$ cat src/rtl/s2c_pkg.sv
`default_nettype none
// ------------------------------------------------------------------
// s2c_pkg : function codes, return codes and FSM states for s2c_responder
// Revision 1.0
// ------------------------------------------------------------------
package s2c_pkg;

   localparam logic [31:0] FN_SETUP     = 32'd0;
   localparam logic [31:0] FN_CALL      = 32'd1;
   localparam logic [31:0] FN_CHECK_END = 32'd2;

   localparam logic signed [31:0] RET_OK        =  32'sd0;
   localparam logic signed [31:0] RET_ALREADY   =  32'sd1;
   localparam logic signed [31:0] RET_BAD_ID    = -32'sd1;
   localparam logic signed [31:0] RET_NOT_SETUP = -32'sd2;
   localparam logic signed [31:0] RET_BAD_FN    = -32'sd3;

   localparam int S2C_DATA_SIZE = 16;

   typedef enum logic [1:0] {
      ST_IDLE   = 2'd0,
      ST_RESP   = 2'd1,
      ST_STREAM = 2'd2
   } s2c_state_e;

endpackage
`default_nettype wire

$ cat src/rtl/s2c_data_buf.sv
`default_nettype none
// ------------------------------------------------------------------
// s2c_data_buf : call-response data words, written from the load port
// Revision 1.0
// ------------------------------------------------------------------
module s2c_data_buf #(
   parameter int DATA_SIZE = 16
) (
   input  logic        clk,
   input  logic        rst_n,
   input  logic        i_wr_en,
   input  logic [3:0]  i_wr_addr,
   input  logic [31:0] i_wr_data,
   input  logic [3:0]  i_rd_idx,
   output logic [31:0] o_rd_data
);

   localparam logic [4:0] c_depth = 5'(DATA_SIZE);

   logic [31:0] r_mem [DATA_SIZE];
   logic        w_wr_hit;

   assign w_wr_hit = i_wr_en & ({1'b0, i_wr_addr} < c_depth);

   always_ff @(posedge clk or negedge rst_n) begin
      if (!rst_n) begin
         for (int k = 0; k < DATA_SIZE; k++) begin
            r_mem[k] <= '0;
         end
      end else if (w_wr_hit) begin
         r_mem[i_wr_addr] <= i_wr_data;
      end
   end

   assign o_rd_data = ({1'b0, i_rd_idx} < c_depth) ? r_mem[i_rd_idx] : '0;

endmodule
`default_nettype wire

$ cat src/rtl/s2c_responder.sv
`default_nettype none
// ------------------------------------------------------------------
// s2c_responder : setup/call/check-end request handler with streamed call data
// Revision 1.0
// ------------------------------------------------------------------
module s2c_responder
   import s2c_pkg::*;
#(
   parameter int NUM_IDS   = 8,
   parameter int DATA_SIZE = S2C_DATA_SIZE
) (
   input  logic               clk,
   input  logic               rst_n,
   input  logic               req_valid,
   output logic               req_ready,
   input  logic [31:0]        req_id,
   input  logic [31:0]        req_fn,
   output logic               rsp_valid,
   input  logic               rsp_ready,
   output logic [31:0]        rsp_id,
   output logic signed [31:0] rsp_ret,
   output logic [31:0]        rsp_data,
   output logic [3:0]         rsp_idx,
   output logic               rsp_last,
   input  logic               ld_en,
   input  logic [3:0]         ld_addr,
   input  logic [31:0]        ld_data,
   output logic               ld_ready,
   input  logic               end_evt,
   output logic [15:0]        call_cnt
);

   localparam int          c_idw      = (NUM_IDS > 1) ? $clog2(NUM_IDS) : 1;
   localparam logic [3:0]  c_last_idx = 4'(DATA_SIZE - 1);
   localparam logic [31:0] c_num_ids  = 32'(NUM_IDS);

   s2c_state_e         r_state;
   logic [31:0]        r_id;
   logic signed [31:0] r_ret;
   logic [NUM_IDS-1:0] r_setup;
   logic               r_end_pending;
   logic [3:0]         r_idx;
   logic [15:0]        r_call_cnt;

   logic               w_idle;
   logic               w_req_acc;
   logic               w_beat;
   logic               w_last;
   logic               w_id_ok;
   logic [c_idw-1:0]   w_id_idx;
   logic [31:0]        w_buf_data;
   logic signed [31:0] w_ret;
   s2c_state_e         w_next;
   logic               w_set_bit;
   logic               w_check;

   assign w_idle    = (r_state == ST_IDLE);
   assign w_req_acc = req_valid & w_idle;
   assign w_beat    = rsp_valid & rsp_ready;
   assign w_last    = (r_state == ST_STREAM) && (r_idx == c_last_idx);
   assign w_id_ok   = (req_id < c_num_ids);
   assign w_id_idx  = req_id[c_idw-1:0];

   // Request decode; only consumed on an accepting cycle
   always_comb begin
      w_ret     = RET_BAD_FN;
      w_next    = ST_RESP;
      w_set_bit = 1'b0;
      w_check   = 1'b0;
      case (req_fn)
         FN_SETUP: begin
            if (!w_id_ok) begin
               w_ret = RET_BAD_ID;
            end else if (r_setup[w_id_idx]) begin
               w_ret = RET_ALREADY;
            end else begin
               w_ret     = RET_OK;
               w_set_bit = 1'b1;
            end
         end
         FN_CALL: begin
            if (!w_id_ok) begin
               w_ret = RET_BAD_ID;
            end else if (!r_setup[w_id_idx]) begin
               w_ret = RET_NOT_SETUP;
            end else begin
               w_ret  = RET_OK;
               w_next = ST_STREAM;
            end
         end
         FN_CHECK_END: begin
            w_check = 1'b1;
            w_ret   = (r_end_pending | end_evt) ? 32'sd1 : 32'sd0;
         end
         default: ;
      endcase
   end

   always_ff @(posedge clk or negedge rst_n) begin
      if (!rst_n) begin
         r_state    <= ST_IDLE;
         r_id       <= '0;
         r_ret      <= '0;
         r_idx      <= '0;
         r_call_cnt <= '0;
      end else if (w_req_acc) begin
         r_state <= w_next;
         r_id    <= req_id;
         r_ret   <= w_ret;
         r_idx   <= '0;
      end else if (w_beat) begin
         if ((r_state == ST_STREAM) && !w_last) begin
            r_idx <= r_idx + 4'd1;
         end else begin
            r_state <= ST_IDLE;
         end
         if (w_last) begin
            r_call_cnt <= r_call_cnt + 16'd1;
         end
      end
   end

   // A CHECK_END acceptance wins over a coincident end event
   always_ff @(posedge clk or negedge rst_n) begin
      if (!rst_n) begin
         r_setup       <= '0;
         r_end_pending <= 1'b0;
      end else begin
         if (w_req_acc && w_check) begin
            r_setup       <= '0;
            r_end_pending <= 1'b0;
         end else begin
            if (w_req_acc && w_set_bit) begin
               r_setup[w_id_idx] <= 1'b1;
            end
            if (end_evt) begin
               r_end_pending <= 1'b1;
            end
         end
      end
   end

   s2c_data_buf #(
      .DATA_SIZE (DATA_SIZE)
   ) u_buf (
      .clk       (clk),
      .rst_n     (rst_n),
      .i_wr_en   (ld_en & w_idle),
      .i_wr_addr (ld_addr),
      .i_wr_data (ld_data),
      .i_rd_idx  (r_idx),
      .o_rd_data (w_buf_data)
   );

   assign req_ready = w_idle;
   assign ld_ready  = w_idle;
   assign rsp_valid = !w_idle;
   assign rsp_id    = r_id;
   assign rsp_ret   = r_ret;
   assign rsp_idx   = r_idx;
   assign rsp_data  = (r_state == ST_STREAM) ? w_buf_data : '0;
   assign rsp_last  = (r_state == ST_RESP) | w_last;
   assign call_cnt  = r_call_cnt;

endmodule
`default_nettype wire

$ cat config.mk
export PLATFORM = sky130hd
export DESIGN_NAME = s2c_responder
export DESIGN_NICKNAME = d
export VERILOG_FILES = /design/src/rtl/s2c_pkg.sv /design/src/rtl/s2c_data_buf.sv /design/src/rtl/s2c_responder.sv
export SDC_FILE = /design/constraint.sdc
export NUM_CORES = 1
export LEC_CHECK = 0
export CORE_ASPECT_RATIO = 1.5
export CORE_MARGIN = 2
export CORE_UTILIZATION = 54
export DETAILED_ROUTE_END_ITERATION = 6
export PLACE_DENSITY = 0.75
export SYNTH_ARGS = -nofsm -noshare
export SYNTH_HDL_FRONTEND = slang
export SYNTH_HIERARCHICAL = 1
export SYNTH_SLANG_ARGS = --single-unit
export TNS_END_PERCENT = 1
$ cat constraint.sdc
create_clock -name clk -period 2.59 [get_ports clk]
set_clock_uncertainty 0.1 [all_clocks]
set_input_delay 0.3885 -clock clk [delete_from_list [all_inputs] [get_ports clk]]
set_output_delay 0.3885 -clock clk [all_outputs]
set_load 0.01 [all_outputs]
# == Word level (Yosys, flattened, before mapping) ==
# Cells that the tools add are included.
# op_classes
add_sub_neg,2
n_mul,0
div,0
magnitude_cmp,6
n_eq_ne,6
shifts,0
mux,34
bitwise,9
reduce_logical,17
# ops
op,count
$bwmux 512,1
$mux 32,7
$bmux 32 s4,1
$demux 32 s4,1
$pmux 32 s3,1
$eq 32x1->1 const B,1
$eq 32x2->1 const B,1
$logic_not 32->1,1
$lt 32x4->1 const B,1
$add 16x1->16 const B,1
$mux 8,2
$mux 2,6
$mux 4,3
$ge 5x5->1 const B,2
$mux 1,10
$not 4->5,2
$or 8x8->8,1
$reduce_bool 2->1,4
$logic_and 1x1->1,6
$lt 5x1->1 const B,1
$add 4x1->4 const B,1
$eq 4x4->1 const B,1
$lt 3x4->1 const B,1
$reduce_and 2->1,2
12 further kinds,16
# word_totals
ff_bits,607
latch_bits,0
mem_bits_rw,0
mem_bits_ro,0
input_bits,106
output_inout_bits,120
elab_cells,97
n_memories,0

# == Logic depth before layout (Yosys ltp) ==
# Gate-level depths: netlist of run 1.
# logic_depth
ltp_word,8
depth_mapped,7
ltp_nobuf,6

# == Cells and area by module ==
# The synthesis of run 1 kept the hierarchy.
# modules_own_cells
module,instances,cells_each,area_each_um2,seq_area_each_um2
s2c_data_buf,1,1404,22774.3,12812.3
s2c_responder,1,376,3419.5,1651.6

# == Least setup slack after synthesis of run 1 ==
# OpenSTA, ideal clock, no wires.
# synth_timing
kind,flip-flop to output port
start,"register r_idx[0], in the netlist rsp_idx[0]"
end,output port rsp_data[0]
arrival_time_ns,1.959
required_ns,2.102
path_slack_ns,0.143
path_stages_with_launch,7
n_path_buf,2
cell_sequence,dfrtp_1 > buf_2 > buf_2 > mux4_2 > a22oi_1 > nand2_1 > and2_1
# synth_between
elab_chain_len,5
# synth_lines
element,line,rtl
"start, declared",s2c_responder.sv:42,logic [3:0] r_idx;
"start signal, assigned",s2c_responder.sv:113,r_idx <= r_idx + 4'd1;
$not 4->5 (implied by the code),s2c_data_buf.sv:35,"assign o_rd_data = ({1'b0, i_rd_idx} < c_depth) ? r_mem[i_rd_idx] : '0;"
$bmux 32 s4,s2c_data_buf.sv:35,
$mux 32 (implied by the code) (2 in a row),s2c_data_buf.sv:35,
named net w_buf_data[0],s2c_responder.sv:51,logic [31:0] w_buf_data;
$mux 32,s2c_responder.sv:161,assign rsp_data = (r_state == ST_STREAM) ? w_buf_data : '0;
"end, declared",s2c_responder.sv:22,"output logic [31:0] rsp_data,"
# The timed path passes the listed nets, and every way through them passes these cells. The select of a mux whose other input is x is not followed.

# == Worst setup path in the final report of run 1 ==
# layout_timing
start,"register r_idx[0], in the netlist rsp_idx[0]"
end,output port rsp_data[24]
# Same word-level chain as after synthesis.

==> impl_metrics.yaml, run 1 <==
logic_synthesis:
  avgSynthCellArea_um2: 14.72
  ys_ff_latch: 578
  postSynth.asyncResetShare: 1.000
  yosysSeqAreaShare: 0.5522
  syn_area_mm2: 0.02619
  synth_flop_cell: "dfrtp_1"
  synth_area_leaders: "dfrtp_1 55%, mux2_2 22%, mux4_2 11%"
  synthCells: 1780
  ys_types: 45
  synth_nets: 1888
  ys.warnings.count: 6
  synth_edf_count: 0
  yosys.area.top_type: "dfrtp_1"
  synth_top_area_frac: 0.5522
floorplan:
  die-area_mm2: 0.05032
  initial_core_util: 0.5477
  core_mm2: 0.04782
  placementRows: 98
  chipWidth_um: 183.8
  io_pins: 226
  die_h_um: 273.7
cts:
  cts-root-buf: "clkbuf_16"
  clk_pin_slew_worst_paths_ns: 0.07
  cts.sinks: 578
  cts_inserted_buffers: 53
  clk_latency_ns: 0.58
  tritoncts: "yes"
  htreeDepth: 2
  clock_path_buffers: 3
detailed_routing:
  wl_um: 68400
  drt_iter0_markers: 943
  vias: 16240
  post_drt_wl_per_cell_um: 25.53
  via_per_inst: 6.062
  dr.pass1.iters: 5
  drc: 0
  ant_nets: 0
global_route:
  grt_pass1_vias: 17720
  grt_pass1_wl_um: 105000
  grt_max_degree: 106
  grt_use_total: 0.2769
  overflow: 0
  antenna_found_initial: 7
setup_path:
  cp_max_fo: 6
  critPathLaunchType: "register"
  cp_data_arrival_time_ns: 2.59
  worstSetupStartpoint: "rsp_idx[0]"
  reg2reg_to: "u_buf/r_mem[277]"
  rr_startpoint: "r_state[1]"
  crit_required_ns: 2.10
  r2r_setup_slack_ns: 0.11
  cp-end-kind: "primary output"
  critPathKind: "register to primary output"
  reg2reg_depth: 7
  timing.critical_path.to: "rsp_data[24]"
power_and_ir_drop:
  powerDensity_mw_per_mm2: 746.4
  finalPower_w: 0.02426
  irDropWorstVdd_uv: 614.3
  p_leak_nw: 14.14
finish:
  drive_above_1_share: 0.4846
  area.growth.synth_to_final_pct: 24.08
  layout_common_cells: "576 x dfrtp_1, 510 x mux2_2, 191 x clkdlybuf4s50_1"
  final_common_cell: "dfrtp_1"
  fin_nets: 2143
timing:
  setup_viol: 33
  worst_slew_pin_slew_ns: 0.5901
  slew_viol_final: 0
  fin_crit_ns: 3.080
  max_clock_freq_mhz: 324.7
  fin_ws_ns: -0.4897
  relSlewSlack: 0.6066
  rsz0062_at_grt: "true"
  min_period_over_period: 1.189
  finalHoldViolCount: 0
hold_path:
  hold_path_class: "input pin to async pin"
place:
  gp_congestion: 0.8042
  io_buffers: 225
  hpwlAfterDp_um: 41910
  place_ws_ns: -0.2414
outcome:
  violations: "negative setup slack"
  status: "complete, but fails checks"
job:
  cap_violations: 0
-- how the worst min path moves through the flow --
stage                            end  slack [ns]  cells past startpoint
floorplan                call_cnt[0]      -0.007                      0
global placement    u_buf/r_mem[420]        0.23                      1
detailed placement  u_buf/r_mem[324]        0.24                      1
CTS                 u_buf/r_mem[211]        0.21                      2
global route        u_buf/r_mem[211]        0.23                      2
finish              u_buf/r_mem[211]        0.21                      2
-- through the flow --
step,TNS [ns],hold slack (ns),area [µm²],std cells,utilization
final,-13.61,0.2122,32500,2679,0.6796
after global routing,-16.51,0.2250,32500,2678,0.6796
after CTS,-15.89,0.2052,32330,2673,0.6760
after detailed placement,-16.14,0.2367,29910,2550,0.6254
after global placement,-10.67,0.2297,29910,2550,0.6254
after floorplan,0,-0.007091,26190,1780,-
-- flip-flops by register name, summed over array words and instances (netlist names) --
register / cells
r_setup: 8
rsp_idx: 4
r_end_pending: 1
call_cnt: 16
u_buf/r_mem: 512
r_state: 2
rsp_id: 32
rsp_ret: 3
-- report_power, final --
part           internal, W  total (W)  switching (W)  leakage [nW]
logic              0.00268    0.00416        0.00148          5.94
registers           0.0111     0.0122        0.00110          7.35
clock network      0.00445    0.00788        0.00343         0.856
total               0.0182     0.0243        0.00601          14.1
-- synthesized netlist by cell type (7+ instances only) --
cell,count
xor2_1,7
buf_4,31
buf_2,62
a22oi_1,64
nor2_1,33
and2_1,35
nand3_1,7
nor3_1,11
nor4_1,14
mux4_2,130
xnor2_1,11
nand2_1,143
nand4_1,10
dfrtp_1,578
mux2_2,510
clkbuf_1,71
-- final cells by class --
type	count	area (µm²)
fillers	3293	15320
flip-flops and latches	578	14470
multi-input cells	1027	11300
repair buffers	370	4195
clock buffers	77	1546
well taps	600	750.7
clock inverters	19	206.4
inverters	5	18.77
diodes	3	7.507
-- critical path, stage by stage, from the launching register on --
cell and delay (ns):
dfrtp_4 0.51, buf_12 0.18, buf_12 0.11, buf_16 0.12, mux4_2 0.51, a22oi_2 0.21
nand2_1 0.08, and2_1 0.14, buf_2 0.13
-- routing by layer --
layer	global-route usage	routed length, µm
met1	0.3440	26580
met2	0.4834	35690
met3	0.04125	3538
met4	0.1189	2547
met5	0	34
-- cells by family after synthesis --
kind of cell / share of synthesized area
mux: 0.3329
flops: 0.5522
simple gates: 0.05087
buf+inv: 0.03305
compound gates: 0.02403
xor+xnor: 0.006019
fa+ha+maj: 0.0009552
-- what timing repair did --
item | 4_1_cts | 5_1_grt
hold buffers | 1 | 0
gates resized for setup | 201 | 52
pin swaps | 56 | 29
endpoints found under the hold margin | 87 | 0
buffers inserted | 15 | 7
cloned | 11 | 0
endpoints found under the setup margin | 33 | 36
(Power assumes the default switching activity.)
==> inputs of run 2 (changes only) <==
==> constraint.sdc (replaced) <==
create_clock -name clk -period 3.9 [get_ports clk]
set_clock_uncertainty 0.1 [all_clocks]
set_input_delay 0.585 -clock clk [delete_from_list [all_inputs] [get_ports clk]]
set_output_delay 0.585 -clock clk [all_outputs]
set_load 0.01 [all_outputs]
==> impl_metrics.yaml, run 2 (synthesis results as in run 1) <==
global_route:
  met3_usage: 0.04058
  grt_use_total: 0.2611
  overflow: 0
  grt_pass1_wl_um: 99620
  use_met1: 0.3200
  grt_max_degree: 92
  grt.met2_usage: 0.4567
  grt_pass1_vias: 17080
  antenna_found_initial: 10
  top_usage_layer: "met2"
setup_path:
  cp.depth: 6
  crit_required_ns: 3.21
  cp_data_arrival_time_ns: 3.02
  path_buf_inv: 2
  cpMaxStageDelayCell: "dfrtp_1"
  reg2reg_depth: 6
  worstPathCellList: "nor2b_4 > buf_4 > a22oi_1 > nand2_1 > and2_1 > clkdlybuf4s50_1"
  critPathLaunchType: "register"
  critPathTopFamily: "simple AND/OR/NAND/NOR gates"
  cp_max_fo: 11
  cp-end-kind: "primary output"
  critical-path-max-stage-delay_ns: 0.66
  critPathKind: "register to primary output"
job:
  cap_violations: 0
place:
  io_buffers: 225
  postPlaceCellArea_mm2: 0.02913
  gp_congestion: 0.7977
  hpwlAfterDp_um: 39970
  post-place-cells: 2493
outcome:
  status: "complete, no violations"
floorplan:
  die-area_mm2: 0.05032
  chipWidth_um: 183.8
  die_h_um: 273.7
  core_mm2: 0.04782
  placementRows: 98
  io_pins: 226
  initial_core_util: 0.5477
finish:
  largest_register_ffs: 512
  layout_common_cells: "576 x dfrtp_1, 510 x mux2_2, 224 x clkdlybuf4s50_1"
  fin_area_mm2: 0.03087
  regMostFlops: "u_buf/r_mem"
  nFillCells: 3466
  final_common_cell: "dfrtp_1"
  fin_cells: 2592
  area.growth.synth_to_final_pct: 17.84
  drive_above_1_share: 0.4097
  fin_nets: 2057
hold_path:
  hold_path_class: "register to register"
  holdPathStages: 2
cts:
  clk_pin_slew_worst_paths_ns: 0.06
  htreeDepth: 2
  clock_path_buffers: 3
  tritoncts: "yes"
  clk_latency_ns: 0.59
  ctsResizeCount: 0
  cts-root-buf: "clkbuf_16"
  postCtsSetupBuffers: 0
  cts.sinks: 578
  cts_inserted_buffers: 53
  hold_buffers: 1
power_and_ir_drop:
  powerDensity_mw_per_mm2: 514.4
  pwr-share-seq: 0.509
  finalPower_w: 0.01588
  irDropWorstVdd_uv: 470.2
  p_int_w: 0.01199
  power.share.switching: 0.2447
  p_leak_nw: 13.40
  p_comb_frac: 0.167
  p_clk_frac: 0.324
  power.switching_w: 0.003885
timing:
  relSlewSlack: 0.3018
  slew_viol_final: 0
  min_period_over_period: 0.9509
  max_clock_freq_mhz: 269.6
  rsz0062_at_grt: "false"
  finalHoldViolCount: 0
  worst_slew_pin_slew_ns: 1.047
  setup_viol: 0
  fin_crit_ns: 3.709
  tns_ns: 0
detailed_routing:
  via_per_inst: 6.082
  vias: 15760
  wl_um: 63800
  drt_iter0_markers: 799
  ant_nets: 0
  dr.pass1.iters: 5
  drc: 0
  post_drt_wl_per_cell_um: 24.61
## run 2: power by group through the flow
| stage | Sequential (W) | Combinational [W] | Clock, W |
|---|---|---|---|
| 6_report | 0.00808 | 0.00266 | 0.00514 |
| 2_1_floorplan | 0.00795 | 0.00189 | 0 |
| 3_3_place_gp | 0.00805 | 0.00255 | 0 |
| 4_1_cts | 0.00806 | 0.00269 | 0.00524 |
| 5_1_grt | 0.00823 | 0.00288 | 0.00549 |
| 3_5_place_dp | 0.00817 | 0.00267 | 0 |
## run 2: stage by stage
step,hold WS [ns],worst slack (ns),utilization
2_1_floorplan,0.1894,1.256,-
3_3_place_gp,0.3572,0.7727,0.6091
3_5_place_dp,0.3623,0.7304,0.6091
4_1_cts,0.3759,0.1378,0.6452
5_1_grt,0.3965,0.04762,0.6455
6_report,0.3732,0.1915,0.6455
## run 2: worst paths after layout
kind,from,to,slack [ns]
setup / recovery,rsp_idx[3],rsp_data[14],0.19
hold / removal,rsp_id[11],rsp_id[11],0.37
setup reg to reg,r_state[0],u_buf/r_mem[454],0.98
hold reg to reg,rsp_id[11],rsp_id[11],0.37
max in group asynchronous,rst_n,u_buf/r_mem[484],2.20
min in group asynchronous,rst_n,u_buf/r_mem[3],0.54
## run 2: metal layers
layer	routed length, µm	share of wire
met5	67	0.0011
met4	2525	0.040
met3	3105	0.049
met2	33130	0.52
met1	24970	0.39
## run 2: worst register-to-register path, cell delays in order, from the launching register on
cell,delay (ns)
dfrtp_1,0.44
nor2_1,0.13
buf_4,0.16
and2_1,0.35
nand2b_1,0.18
or3_2,0.94
mux2_1,0.49
## run 2: final cells by class
type / count / area, µm² / share of cell area
clock inverters: 18 / 166.4 / 0.005391
repair buffers: 284 / 2915 / 0.09445
well taps: 600 / 750.7 / 0.02432
flip-flops and latches: 578 / 14470 / 0.4688
diodes: 5 / 12.51 / 0.0004054
inverters: 5 / 18.77 / 0.0006080
clock buffers: 75 / 1549 / 0.05018
multi-input cells: 1027 / 10980 / 0.3558
==> RTL change (config.mk and constraints of run 1) <==
The 3 states of `s2c_state_e` get a one-hot encoding in 3 bits.
--- a/src/rtl/s2c_pkg.sv
+++ b/src/rtl/s2c_pkg.sv
@@ -18,8 +18,8 @@
    localparam int S2C_DATA_SIZE = 16;
 
-   typedef enum logic [1:0] {
-      ST_IDLE   = 2'd0,
-      ST_RESP   = 2'd1,
-      ST_STREAM = 2'd2
+   typedef enum logic [2:0] {
+      ST_IDLE   = 3'b001,
+      ST_RESP   = 3'b010,
+      ST_STREAM = 3'b100
    } s2c_state_e;
 
Behaviour: no difference found for any inputs over 4 cycles, from zero or initial values and one cycle with rst_n low; so few cycles prove little.
==> RTL change against run 1 <==
The flow still finishes with violations (negative setup slack). Hold slack improved by 0.058 ns. Power up 18%. Routed wire length up 0.42%. Synthesized area up 0.61%. Register-to-register slack lost 0.08 ns. Worst setup slack improved by 0.021 ns. Cell area rose by 0.93%. Sequential cell count rose by 1. Critical path type unchanged. Critical endpoint is now rsp_data[10]. Largest cell class unchanged. Largest power group unchanged.
==> RTL change: results (changes against run 1) <==
===========================================================================
Global-route wire length before repair ....................... 105000 microns   about the same
Final setup violation count ..................................           33   unchanged
Iter 0 DRT Violations ........................................          853   was 943
Combined global-route utilization of all metal layers ........        27.6%   was 27.7%
Final setup margin ...........................................    -0.469 ns   was -0.490 ns
Filler Cells Inserted ........................................         3254   was 3293
Detailed placer's ending HPWL ................................ 42000 microns   was 41900 microns
Final std cells w/o fill .....................................         2777   was 2679
# nets final .................................................         2183   was 2143
Total vias in the final route ................................        16679   was 16239
Worst slack after detailed placement .........................    -0.265 ns   was -0.241 ns
Share of cells above drive strength 1 ........................        48.2%   was 48.5%
Share of synthesized area occupied by flip-flops and latches .        55.0%   was 55.2%
Failing checks ............................................... negative setup slack   unchanged
Total instance count after detailed placement ................         2628   was 2550
Maximum ir drop on the vdd rail ..............................   0.000808 V   was 0.000614 V
CP Data Arrival Time .........................................      2.57 ns   was 2.59 ns
Via count of the first global-routing pass ...................        17924   was 17722
Slew at the pin closest to its max-slew limit ................     0.634 ns   was 0.590 ns
Result of the run ............................................ complete, but fails checks   unchanged
Critical Path Slowest Stage Cell ............................. sky130_fd_sc_hd__mux4_2   was sky130_fd_sc_hd__dfrtp_4
Met3 wirelength from detailed routing ........................ 4420 microns   was 3540 microns
Met1 layer wirelength in the final routing ................... 26500 microns   was 26600 microns
Maximum fanout along the worst path ..........................            8   was 6
Initial antenna violation count ..............................            6   was 7
===========================================================================
RTL change: kinds of logic after synthesis:
group | count (synthesis) | synth area share, %
and+or+nand+nor | 296 | 5.59
DFF | 579 | 55.0
adders and majority gates | 2 | 0.0949
xor gates and xnor gates | 18 | 0.598
buffers and inverters | 186 | 3.45
muxes | 641 | 32.9
AOI/OAI and AO/OA | 89 | 2.43
RTL change: final timing paths:
path	depth (start not counted)	slack (ns)	startpoint	end
min	3	0.27	req_id[31]	rsp_id[31]
max reg2reg	7	0.03	r_state[0]	u_buf/r_mem[260]
max	8	-0.47	rsp_idx[0]	rsp_data[10]
min reg2reg	2	0.38	rsp_id[28]	rsp_id[28]
max in group asynchronous	3	1.29	rst_n	u_buf/r_mem[91]
min in group asynchronous	2	0.29	rst_n	u_buf/r_mem[259]
RTL change: layer usage:
layer / global-route usage (%) / vias to the layer above
li1: - / 7091
met1: 34.4 / 8821
met2: 48.2 / 615
met3: 4.58 / 148
met4: 10.6 / 4
met5: 0 / -
RTL change: power breakdown:
| part | switching, mW | internal [mW] | total, mW |
|---|---|---|---|
| clock network | 3.35 | 4.41 | 7.75 |
| registers | 1.76 | 12.4 | 14.2 |
| logic | 2.39 | 4.31 | 6.71 |
| total | 7.50 | 21.1 | 28.6 |
RTL change: what timing repair did:
item                                    4_1_cts  5_1_grt
endpoints found under the setup margin       33       42
pin swaps                                    55       28
buffers inserted                             34       10
gates resized for setup                     207       44
hold endpoints to repair                     44        0
gates cloned                                  5        0
hold buffers                                  1        0
RTL change: cell type report:
cell class	instances	share of cell area (%)
Sequential cell	579	44.2
Antenna cell	4	0.0305
Inverter	13	0.149
Clock inverter	14	0.408
Tap cell	656	2.50
Clock buffer	83	4.85
Timing Repair Buffer	382	13.0
Multi-Input combinational cell	1046	34.8
